===== src/rtl/axis_mode_arbiter.sv =====
// axis_mode_arbiter: packet-level round-robin arbiter of two AXI-Stream requesters with per-packet mode latch and length truncation
module axis_mode_arbiter #(
  parameter int TDATA_WIDTH = 32,
  parameter int MAX_PACKET_LEN = 10
) (
  input  logic                     aclk,
  input  logic                     aresetn,
  input  logic [TDATA_WIDTH-1:0]   s0_axis_tdata,
  input  logic [TDATA_WIDTH/8-1:0] s0_axis_tkeep,
  input  logic                     s0_axis_tlast,
  input  logic                     s0_axis_tvalid,
  output logic                     s0_axis_tready,
  input  logic [TDATA_WIDTH-1:0]   s1_axis_tdata,
  input  logic [TDATA_WIDTH/8-1:0] s1_axis_tkeep,
  input  logic                     s1_axis_tlast,
  input  logic                     s1_axis_tvalid,
  output logic                     s1_axis_tready,
  input  logic [1:0]               s0_mode,
  input  logic [1:0]               s1_mode,
  input  logic [TDATA_WIDTH-1:0]   s0_constant,
  input  logic [TDATA_WIDTH-1:0]   s1_constant,
  output logic [TDATA_WIDTH-1:0]   m_axis_tdata,
  output logic [TDATA_WIDTH/8-1:0] m_axis_tkeep,
  output logic                     m_axis_tlast,
  output logic                     m_axis_tvalid,
  input  logic                     m_axis_tready,
  output logic [1:0]               mode,
  output logic [TDATA_WIDTH-1:0]   constant_value,
  output logic [1:0]               grant,
  output logic                     trunc_pulse
);
  localparam logic [1:0] IDLE = 2'd0;
  localparam logic [1:0] FWD = 2'd1;
  localparam logic [1:0] DRAIN = 2'd2;
  localparam logic [7:0] LAST_CNT = 8'(MAX_PACKET_LEN - 1);
  logic [1:0] state;
  logic [7:0] count;
  logic prefer_s1;
  logic win;
  logic [1:0] win_mode;
  logic sel;
  logic in_valid;
  logic in_last;
  logic in_ready;
  logic beat;
  logic at_max;
  assign win = s0_axis_tvalid && s1_axis_tvalid ? prefer_s1 : s1_axis_tvalid;
  assign win_mode = win ? s1_mode : s0_mode;
  assign sel = grant[1];
  assign in_valid = sel ? s1_axis_tvalid : s0_axis_tvalid;
  assign in_last = sel ? s1_axis_tlast : s0_axis_tlast;
  assign at_max = count == LAST_CNT;
  assign in_ready = state == FWD ? m_axis_tready : state == DRAIN;
  assign beat = in_valid && in_ready;
  assign s0_axis_tready = in_ready && grant[0];
  assign s1_axis_tready = in_ready && grant[1];
  assign m_axis_tvalid = state == FWD && in_valid;
  assign m_axis_tdata = sel ? s1_axis_tdata : s0_axis_tdata;
  assign m_axis_tkeep = sel ? s1_axis_tkeep : s0_axis_tkeep;
  assign m_axis_tlast = state == FWD && (in_last || at_max);
  always_ff @(posedge aclk or negedge aresetn) begin
    if (!aresetn) begin
      state <= IDLE;
      grant <= 2'b00;
      mode <= 2'd0;
      constant_value <= '0;
      count <= 8'd0;
      trunc_pulse <= 1'b0;
      prefer_s1 <= 1'b0;
    end else begin
      trunc_pulse <= 1'b0;
      if (state == IDLE && (s0_axis_tvalid || s1_axis_tvalid)) begin
        state <= FWD;
        grant <= win ? 2'b10 : 2'b01;
        prefer_s1 <= !win;
        mode <= win_mode == 2'd3 ? 2'd0 : win_mode;
        constant_value <= win ? s1_constant : s0_constant;
        count <= 8'd0;
      end else if (state == FWD && beat) begin
        count <= count + 8'd1;
        if (in_last) begin
          state <= IDLE;
          grant <= 2'b00;
        end else if (at_max) begin
          state <= DRAIN;
          trunc_pulse <= 1'b1;
        end
      end else if (state == DRAIN && beat && in_last) begin
        state <= IDLE;
        grant <= 2'b00;
      end
    end
  end
endmodule


===== config.mk =====
export PLATFORM = sky130hd
export DESIGN_NAME = axis_mode_arbiter
export DESIGN_NICKNAME = d
export VERILOG_FILES = /design/src/rtl/axis_mode_arbiter.sv
export SDC_FILE = /design/constraint.sdc
export NUM_CORES = 1
export LEC_CHECK = 0
export ABC_AREA = 1
export ABC_CLOCK_PERIOD_IN_PS = 2400
export BUFFER_PORTS_ARGS = -buffer_cell sky130_fd_sc_hd__buf_4
export CELL_PAD_IN_SITES_DETAIL_PLACEMENT = 0
export CELL_PAD_IN_SITES_GLOBAL_PLACEMENT = 1
export CORE_ASPECT_RATIO = 0.9
export CORE_MARGIN = 8
export CORE_UTILIZATION = 27
export CTS_BUF_LIST = sky130_fd_sc_hd__clkbuf_16
export DETAILED_ROUTE_END_ITERATION = 6
export GPL_TIMING_DRIVEN = 0
export PLACE_DENSITY_LB_ADDON = 0.05
export REMOVE_ABC_BUFFERS = 1
export SYNTH_ARGS = -nofsm -noshare
export SYNTH_HDL_FRONTEND = slang
export SYNTH_SLANG_ARGS = --single-unit

===== constraint.sdc =====
create_clock -name aclk -period 2.4 [get_ports aclk]
set_input_delay 0 -clock aclk [delete_from_list [all_inputs] [get_ports aclk]]
set_output_delay 0 -clock aclk [all_outputs]
set_load 0.1 [all_outputs]

==> out/qor.yml, run 1 <==
status: "finished clean"
die_y_um: 113.9
fin_nets: 858
grt-ovfl-total: 0
die_x_um: 124.8
final_cell_mix: "nand2_1, buf_4, dlygate4sd3_1, dfrtp_1, nand3_1"
cp-end-kind: "output port"
peakVddDrop_mv: 1.072
place_hpwl_um: 9144
grt_use_total_pct: 17.99
postSynthAreaPerCell_um2: 6.715
initial_core_util_pct: 27.93
tightest_slew_ns: 0.8279
cts.sink_count: 48
wirelength_um: 13240
clk_latency_ns: 0.29
core_region_area_mm2: 0.01029
power_density_mw_per_mm2: 1589
synth-edff-count: 0
port_buffers: 223
clockRootBuffer: "clkbuf_16"
slew_headroom_pct: 44.67
fmaxAchievable_mhz: 461.7
post-cts-setup-buffers: 0
clk_pin_slew_ns: 0.07
syn2layout_area_growth_pct: 89.42
start_kind: "register"
hold_viol: 0
synth_ff_type: "dfrtp_1"
drtAntennaViolNets: 0
slew_viol_final: 0
io_pins: 224
holdWs_ns: 0.04659
utilization_pct: 52.90
path_max_fanout: 45
grt_pass1_wl_um: 20830
grt_max_degree: 49
placementRows: 35
synth-seq-cells: 48
cts_max_level: 2
fin_crit_ns: 2.166
syn_area_mm2: 0.002874
instances_no_fill: 839
leakagePower_nw: 2.991
antenna_found_initial: 0
min_period_over_period_pct: 90.25
cts.path.max_buffers: 2
synth_cell_types: 25
grt_pass1_vias: 4006
ys_warn_count: 0
ys_seq_area_share_pct: 41.79
drtPass1Iterations: 4
report.final.setup_viol: 0
final_common_cell: "nand2_1"
finalSetupTns_ns: 0
rsz0062_at_grt: "false"
max-cap-violations: 0
place_congestion: 0.7029
crit_type: "reg2out"
vias: 3719
routedWlPerCell_um: 15.79
min_path_type: "in2reg"
antennaDiodeCount: 0
fillers: 978
cts_tree: "built"
dp.cells: 762
async_reset_ff_share_pct: 100.0
final_layout_size_suffix_gt1_share_pct: 36.20
viasPerCell: 4.433
crit_arrival_ns: 2.17
worstPathRequired_ns: 2.40
drc: 0
skew_ns: 0.004856
drtIter0Drc: 176
cts-buffers-inserted: 5
synthCells: 428
dieArea_mm2: 0.01421
## report_power, final
part           leakage [nW]  internal (W)  switching [W]
logic                  2.32       0.00133        0.00515
clock network        0.0635      0.000384       0.000333
registers             0.607       0.00115       0.000302
total                  2.99       0.00286        0.00579
## cells by family (layout without fill, tap and decap cells)
logic type | Yosys count | in the layout | share of synthesized area, %
AO/OA/AOI/OAI | 15 | 15 | 3.614
adder cells (fa/ha/maj) | 2 | 2 | 0.8706
flip-flops | 48 | 48 | 41.79
AND/OR/NAND/NOR | 317 | 317 | 46.50
buffers and inverters | 46 | 328 | 7.227
## routing by layer
layer  part of all wire (%)  global-route usage, %  vias up  wire length [um]
li1                       -                      -     1878                 -
met5                      0                      0        -                 0
met1                     40                  19.51     1710              5260
met4                    1.0                  4.491        0               138
met2                     53                  33.61      120              7049
met3                    6.0                  5.239       11               795
## synth_stat cells, types with 2 or more instances
cell | n | area (um2)
o21ai_1 | 2 | 10.01
nand2_1 | 249 | 934.7
buf_6 | 3 | 33.78
ha_1 | 2 | 25.02
inv_1 | 23 | 86.33
nand2_2 | 2 | 12.51
nand3_1 | 34 | 170.2
nor2_1 | 12 | 45.04
buf_2 | 10 | 50.05
nor2_2 | 2 | 12.51
nand4_1 | 6 | 37.54
o21ai_0 | 6 | 30.03
inv_2 | 5 | 18.77
a21oi_1 | 2 | 10.01
o21bai_1 | 2 | 15.01
buf_1 | 5 | 18.77
nor2_4 | 2 | 22.52
nand3_2 | 7 | 70.07
dfrtp_1 | 48 | 1201
## final timing paths
path | cells after the start | to | slack [ns] | startpoint
worst max-delay path | 5 | m_axis_tvalid | 0.23 | grant[1]$_DFFE_PN0P_
worst min-delay path | 4 | mode[1]$_DFFE_PN0P_ | 0.05 | s0_mode[0]
worst max register to register | 8 | state[0]$_DFFE_PN0P_ | 0.32 | grant[1]$_DFFE_PN0P_
worst min register to register | 2 | mode[1]$_DFFE_PN0P_ | 0.48 | mode[1]$_DFFE_PN0P_
max in group asynchronous | 2 | grant[1]$_DFFE_PN0P_ | 1.65 | aresetn
min in group asynchronous | 2 | count[3]$_DFFE_PN0P_ | 0.26 | aresetn
## worst max-delay path: stages, from the launching register on
cell	delay, ns
dfrtp_4	0.75
clkinvlp_4	0.43
nand2_1	0.17
nand2_2	0.11
nor2_1	0.10
buf_4	0.30
## stage by stage
step	power, W	cell area [um2]	setup slack [ns]
finish	0.008649	5444	0.2341
global route	0.009059	5444	0.02891
CTS	0.008676	5424	0.1743
detailed placement	0.007825	4607	-0.9211
global placement	0.007794	4607	-0.9017
floorplan	0.006297	2771	-1.588
## what timing repair did
action	in CTS	in global routing
endpoints found under the setup margin	52	0
resized for setup	3	0
hold endpoints to repair	80	0
hold buffers	65	0
## state kept, by name, summed over array words and instances (netlist names)
register	flops
state	2
count	8
trunc_pulse	1
grant	2
prefer_s1	1
mode	2
constant_value	32
## layout make-up
class / count / area [um2] / area share [%]
repair buffers: 289 / 2345 / 43.07
multi-input cells: 334 / 1465 / 26.91
flip-flops and latches: 48 / 1205 / 22.13
well taps: 129 / 161.4 / 2.965
clock buffers: 5 / 125.1 / 2.298
inverters: 28 / 108.9 / 2.000
clock inverters: 3 / 18.77 / 0.3447
repair inverters: 3 / 15.01 / 0.2758
(Power assumes the default switching activity.)
==> run 2: changes to the inputs <==
--- a/config.mk
+++ b/config.mk
@@ -6,7 +6,7 @@
 export NUM_CORES = 1
 export LEC_CHECK = 0
 export ABC_AREA = 1
-export ABC_CLOCK_PERIOD_IN_PS = 2400
+export ABC_CLOCK_PERIOD_IN_PS = 2600
 export BUFFER_PORTS_ARGS = -buffer_cell sky130_fd_sc_hd__buf_4
 export CELL_PAD_IN_SITES_DETAIL_PLACEMENT = 0
 export CELL_PAD_IN_SITES_GLOBAL_PLACEMENT = 1
==> constraint.sdc (replaced) <==
create_clock -name aclk -period 2.6 [get_ports aclk]
set_input_delay 0 -clock aclk [delete_from_list [all_inputs] [get_ports aclk]]
set_output_delay 0 -clock aclk [all_outputs]
set_load 0.1 [all_outputs]
==> run 2 against run 1 <==
Compared with the run above: final cell count unchanged; global-route usage decreased by 0.058 points; setup slack improved by 0.20 ns.
==> out/qor.yml, run 2 (synthesized netlist as in run 1, its figures left out) <==
start_kind: "register"
worstPathCellList: "clkinvlp_4, nand2_1, nand2_2, nor2_1, buf_4"
clockRootBuffer: "clkbuf_16"
initial_core_util_pct: 27.93
syn2layout_area_growth_pct: 89.42
clk_pin_slew_ns: 0.07
top_register: "constant_value"
grt_use_total_pct: 17.93
grt_pass1_vias: 3990
clk_latency_ns: 0.29
final_layout_size_suffix_gt1_share_pct: 36.20
dieArea_mm2: 0.01421
crit_arrival_ns: 2.16
hold_viol: 0
fmaxAchievable_mhz: 462.4
max_stage_delay_ns: 0.75
post-cts-setup-buffers: 0
whs_path_depth: 4
core_region_area_mm2: 0.01029
place_hpwl_um: 9144
grt-ovfl-total: 0
peakVddDrop_mv: 0.9876
crit_family: "flip-flops"
final_common_cell: "nand2_1"
antenna_found_initial: 0
routedWlPerCell_um: 15.74
port_buffers: 223
grt_pass1_wl_um: 20790
max-cap-violations: 0
crit_type: "reg2out"
instances_no_fill: 839
dp.cells: 762
whs_endpoint: "mode[1]$_DFFE_PN0P_"
rr_endpoint: "state[0]$_DFFE_PN0P_"
fin_nets: 858
leakagePower_nw: 2.991
hp-start: "s0_mode[0]"
slew_viol_final: 0
cts.sink_count: 48
regToRegStartpoint: "grant[1]$_DFFE_PN0P_"
largest_reg_flops: 32
die_x_um: 124.8
worstPathRequired_ns: 2.60
drc: 0
utilization_pct: 52.90
slew_headroom_pct: 45.22
cts.path.max_buffers: 2
crit_buf_inv: 2
grt_max_degree: 49
power_density_mw_per_mm2: 1467
cts_max_level: 2
min_period_over_period_pct: 83.19
min_path_type: "in2reg"
viasPerCell: 4.436
cp-end-kind: "output port"
tightest_slew_ns: 0.8197
final_cell_mix: "nand2_1, buf_4, dlygate4sd3_1, dfrtp_1, nand3_1"
skew_ns: 0.005834
path_max_fanout: 45
place_congestion: 0.7029
drtIter0Drc: 173
drtAntennaViolNets: 0
wirelength_um: 13210
status: "finished clean"
report.final.setup_viol: 0
r2r_cells: 8
rsz0062_at_grt: "false"
drtPass1Iterations: 4
io_pins: 224
vias: 3722
cts-buffers-inserted: 5
cp_slowest_cell: "dfrtp_4"
reg.largest.list: "constant_value: 32 flops, count: 8 flops"
fin_crit_ns: 2.163
rrSetupSlack_ns: 0.53
antennaDiodeCount: 0
placementRows: 35
cts_tree: "built"
die_y_um: 113.9
-- run 2: final cells by class --
cell class | count | area [um2]
timing repair inverter | 3 | 15.01
timing repair buffer | 289 | 2345
inverter | 28 | 108.9
tap | 129 | 161.4
sequential | 48 | 1205
fill | 977 | 4847
clock inverter | 3 | 18.77
clock buffer | 5 | 125.1
multi-input combinational | 334 | 1465
-- run 2: worst max-delay path by stage --
stage,cells past startpoint,slack [ns],end,startpoint
after CTS,5,0.07,m_axis_tvalid,grant[1]$_DFFE_PN0P_
after global routing,5,0.24,m_axis_tvalid,grant[1]$_DFFE_PN0P_
after floorplan,4,-1.39,m_axis_tvalid,grant[1]$_DFFE_PN0P_
after detailed placement,8,-0.72,grant[1]$_DFFE_PN0P_,grant[1]$_DFFE_PN0P_
final,5,0.44,m_axis_tvalid,grant[1]$_DFFE_PN0P_
after global placement,8,-0.70,state[0]$_DFFE_PN0P_,grant[1]$_DFFE_PN0P_
-- run 2: through the flow --
step / cell area (um2) / hold slack (ns) / setup WS, ns / TNS, ns / power, W
finish: 5444 / 0.04541 / 0.4372 / 0 / 0.007986
global route: 5444 / 0.1044 / 0.2444 / 0 / 0.008359
CTS: 5421 / 0.04295 / 0.06628 / 0 / 0.008007
detailed placement: 4607 / 0.07397 / -0.7211 / -16.84 / 0.007223
global placement: 4607 / 0.07816 / -0.7017 / -16.02 / 0.007195
floorplan: 2771 / -0.2956 / -1.388 / -28.31 / 0.005813
-- run 2: worst register-to-register path, cell delays in order (launching register included) --
cell and delay, ns:
dfrtp_4 0.75, clkinvlp_4 0.43, nand2_1 0.18, nand2_2 0.11, nor2_8 0.16, nand3_1 0.14, nand2_1 0.12, nand2_1 0.06
nand2_1 0.05
-- run 2: what timing repair did --
item                                   in CTS  in global routing
gates resized for setup                     2                  1
gates cloned                                3                  0
endpoints found under the hold margin      80                  0
setup endpoints to repair                  52                 27
hold buffers                               65                  0
-- run 2: routing by layer --
metal | vias up | track usage (%) | routed length [um] | share of wire [%]
met4 | 0 | 4.491 | 140 | 1.1
met1 | 1711 | 19.52 | 5297 | 40
li1 | 1878 | - | - | -
met5 | - | 0 | 0 | 0
met3 | 11 | 5.239 | 807 | 6.1
met2 | 122 | 33.39 | 6961 | 53
-- run 2: power by group --
part | switching (W) | internal (W)
Sequential | 0.000279 | 0.00106
Combinational | 0.00476 | 0.00123
Clock | 0.000307 | 0.000354
==> run 3: changes to the inputs <==
--- a/config.mk
+++ b/config.mk
@@ -6,13 +6,13 @@
 export NUM_CORES = 1
 export LEC_CHECK = 0
 export ABC_AREA = 1
-export ABC_CLOCK_PERIOD_IN_PS = 2600
+export ABC_CLOCK_PERIOD_IN_PS = 1800
 export BUFFER_PORTS_ARGS = -buffer_cell sky130_fd_sc_hd__buf_4
 export CELL_PAD_IN_SITES_DETAIL_PLACEMENT = 0
 export CELL_PAD_IN_SITES_GLOBAL_PLACEMENT = 1
 export CORE_ASPECT_RATIO = 0.9
 export CORE_MARGIN = 8
-export CORE_UTILIZATION = 27
+export CORE_UTILIZATION = 23
 export CTS_BUF_LIST = sky130_fd_sc_hd__clkbuf_16
 export DETAILED_ROUTE_END_ITERATION = 6
 export GPL_TIMING_DRIVEN = 0
==> constraint.sdc (replaced) <==
create_clock -name aclk -period 1.8 [get_ports aclk]
set_input_delay 0 -clock aclk [delete_from_list [all_inputs] [get_ports aclk]]
set_output_delay 0 -clock aclk [all_outputs]
set_load 0.1 [all_outputs]
==> run 3 against run 2 <==
Compared with the run above: final cell count is 6.3% higher; setup slack got worse by 0.27 ns; register-to-register slack got worse by 0.32 ns; global-route usage fell by 1.6 points; sequential cell count stayed put; final area up 4.8%; non-clock buffer count rose by 20; clock power rose by 38%; first-iteration DRC count down 34%; highest routed layer unchanged.
==> out/qor.yml, run 3 (synthesized netlist as in run 1, its figures left out) <==
cp-end-kind: "output port"
place_congestion: 0.7367
setup_ws_ns: 0.1623
place_hpwl_um: 9364
crit_buf_inv: 1
p_comb_share_pct: 77.1
routedWlPerCell_um: 15.92
p_seq_share_pct: 15.3
leakagePower_nw: 3.113
fmaxAchievable_mhz: 610.6
viasPerCell: 4.262
cts-buffers-inserted: 5
dieArea_mm2: 0.01633
die_x_um: 133.8
cts_tree: "built"
drtIter0Drc: 115
grt_max_degree: 49
max_stage_delay_ns: 0.46
grt_pass1_vias: 3855
placed_cell_area_mm2: 0.004646
reg.largest.list: "constant_value: 32 flops, count: 8 flops"
drtAntennaViolNets: 0
crit_type: "reg2out"
status: "finished clean"
slew_viol_final: 0
syn2layout_area_growth_pct: 98.56
final_layout_size_suffix_gt1_share_pct: 37.98
slew_headroom_pct: 52.95
final_cell_mix: "nand2_1, buf_4, dlygate4sd3_1, dfrtp_1, nand3_1"
vias: 3802
path_max_fanout: 7
crit_family: "flip-flops"
largest_reg_flops: 32
report.final.setup_viol: 0
clock_power_share_pct: 7.6
drc: 0
drtPass1Iterations: 5
power_w: 0.01197
internal_power_w: 0.004127
cts.sink_count: 48
holdWs_ns: 0.03800
power_switching_w: 0.007848
finalSetupTns_ns: 0
rrSetupSlack_ns: 0.21
peakVddDrop_mv: 0.9422
fillers: 1209
max-cap-violations: 0
placementRows: 38
dp_slack_ns: -1.628
cts.path.max_buffers: 2
start_kind: "register"
io_pins: 224
top_register: "constant_value"
rsz0062_at_grt: "false"
worstPathCellList: "ha_1, nand2_1, nor2_1, nand2_1, a21oi_1, buf_6"
port_buffers: 223
cp_slowest_cell: "dfrtp_1"
core_region_area_mm2: 0.01212
clockRootBuffer: "clkbuf_16"
grt_use_total_pct: 16.30
sw_frac_of_total_pct: 65.54
fin_crit_ns: 1.638
crit_arrival_ns: 1.64
antennaDiodeCount: 0
grt_pass1_wl_um: 21150
grt-ovfl-total: 0
clk_pin_slew_ns: 0.06
antenna_found_initial: 0
hold_viol: 0
min_period_over_period_pct: 90.99
skew_ns: 0.003154
final_common_cell: "nand2_1"
tightest_slew_ns: 0.7057
fin_nets: 881
worstPathRequired_ns: 1.80
initial_core_util_pct: 23.70
wirelength_um: 14210
power_density_mw_per_mm2: 2098
clk_latency_ns: 0.29
design_area_mm2: 0.005707
cts_max_level: 2
die_y_um: 122.0
min_path_type: "in2reg"
crit_path_frequent_cell: "nand2_1"
==> run 3: cell count changes in the layout (fill, tap and decap cells not counted), sizes merged <==
cell and delta:
clkinvlp -2, o21ai +1, buf +20, nor2 +2, clkinv +1
==> run 3: power groups by stage <==
stage	logic (W)	registers, W	clock network, W
3_5_place_dp	0.00854	0.00192	0
2_1_floorplan	0.00376	0.00464	0
6_report	0.00924	0.00183	0.000911
4_1_cts	0.00902	0.00188	0.000949
3_3_place_gp	0.00851	0.00191	0
5_1_grt	0.00968	0.00189	0.000995
==> run 3: worst paths after layout <==
kind,from,cells past startpoint,end
worst max-delay path,count[0]$_DFFE_PN0P_,6,m_axis_tlast
worst min-delay path,s0_mode[0],4,mode[1]$_DFFE_PN0P_
worst max register to register,state[0]$_DFFE_PN0P_,7,constant_value[13]$_DFFE_PN0P_
worst min register to register,mode[1]$_DFFE_PN0P_,2,mode[1]$_DFFE_PN0P_
max in group asynchronous,aresetn,2,grant[1]$_DFFE_PN0P_
min in group asynchronous,aresetn,2,count[4]$_DFFE_PN0P_
==> run 3: metal layers <==
| layer | vias to the layer above | track usage (%) | share of wire, % |
|---|---|---|---|
| met4 | 0 | 3.784 | 1.5 |
| met3 | 16 | 5.350 | 6.6 |
| li1 | 1927 | - | - |
| met2 | 106 | 28.49 | 52 |
| met1 | 1753 | 19.07 | 40 |
| met5 | - | 0 | 0 |
==> run 3: cell type report <==
type                       instances  area, um2  share of cell area (%)
tap                              160      200.2                   3.508
clock inverter                     2      7.507                  0.1316
multi-input combinational        337       1486                   26.05
sequential                        48       1205                   21.11
clock buffer                       5      125.1                   2.193
timing repair buffer             309       2551                   44.71
timing repair inverter             3      22.52                  0.3947
inverter                          28      108.9                   1.907
==> run 3: metrics by stage <==
stage	cells	utilization (%)
6_report	892	47.07
2_1_floorplan	410	-
3_5_place_dp	793	38.32
5_1_grt	892	47.07
3_3_place_gp	793	38.32
4_1_cts	882	46.17
==> run 3: repair_timing <==
item | in CTS | in global routing
hold buffers | 65 | 0
pin swaps | 4 | 0
endpoints found under the setup margin | 86 | 4
setup buffers | 12 | 8
hold endpoints to repair | 80 | 0
gates resized for setup | 7 | 0
gates cloned | 5 | 1
==> run 3: worst register-to-register path, cell delays in order, from the launching register on <==
cell and delay, ns:
dfrtp_1 0.44, nor2_2 0.26, o21ai_4 0.16, buf_16 0.19, nor2_2 0.13, buf_4 0.20
nand2_1 0.08, nand3_1 0.07
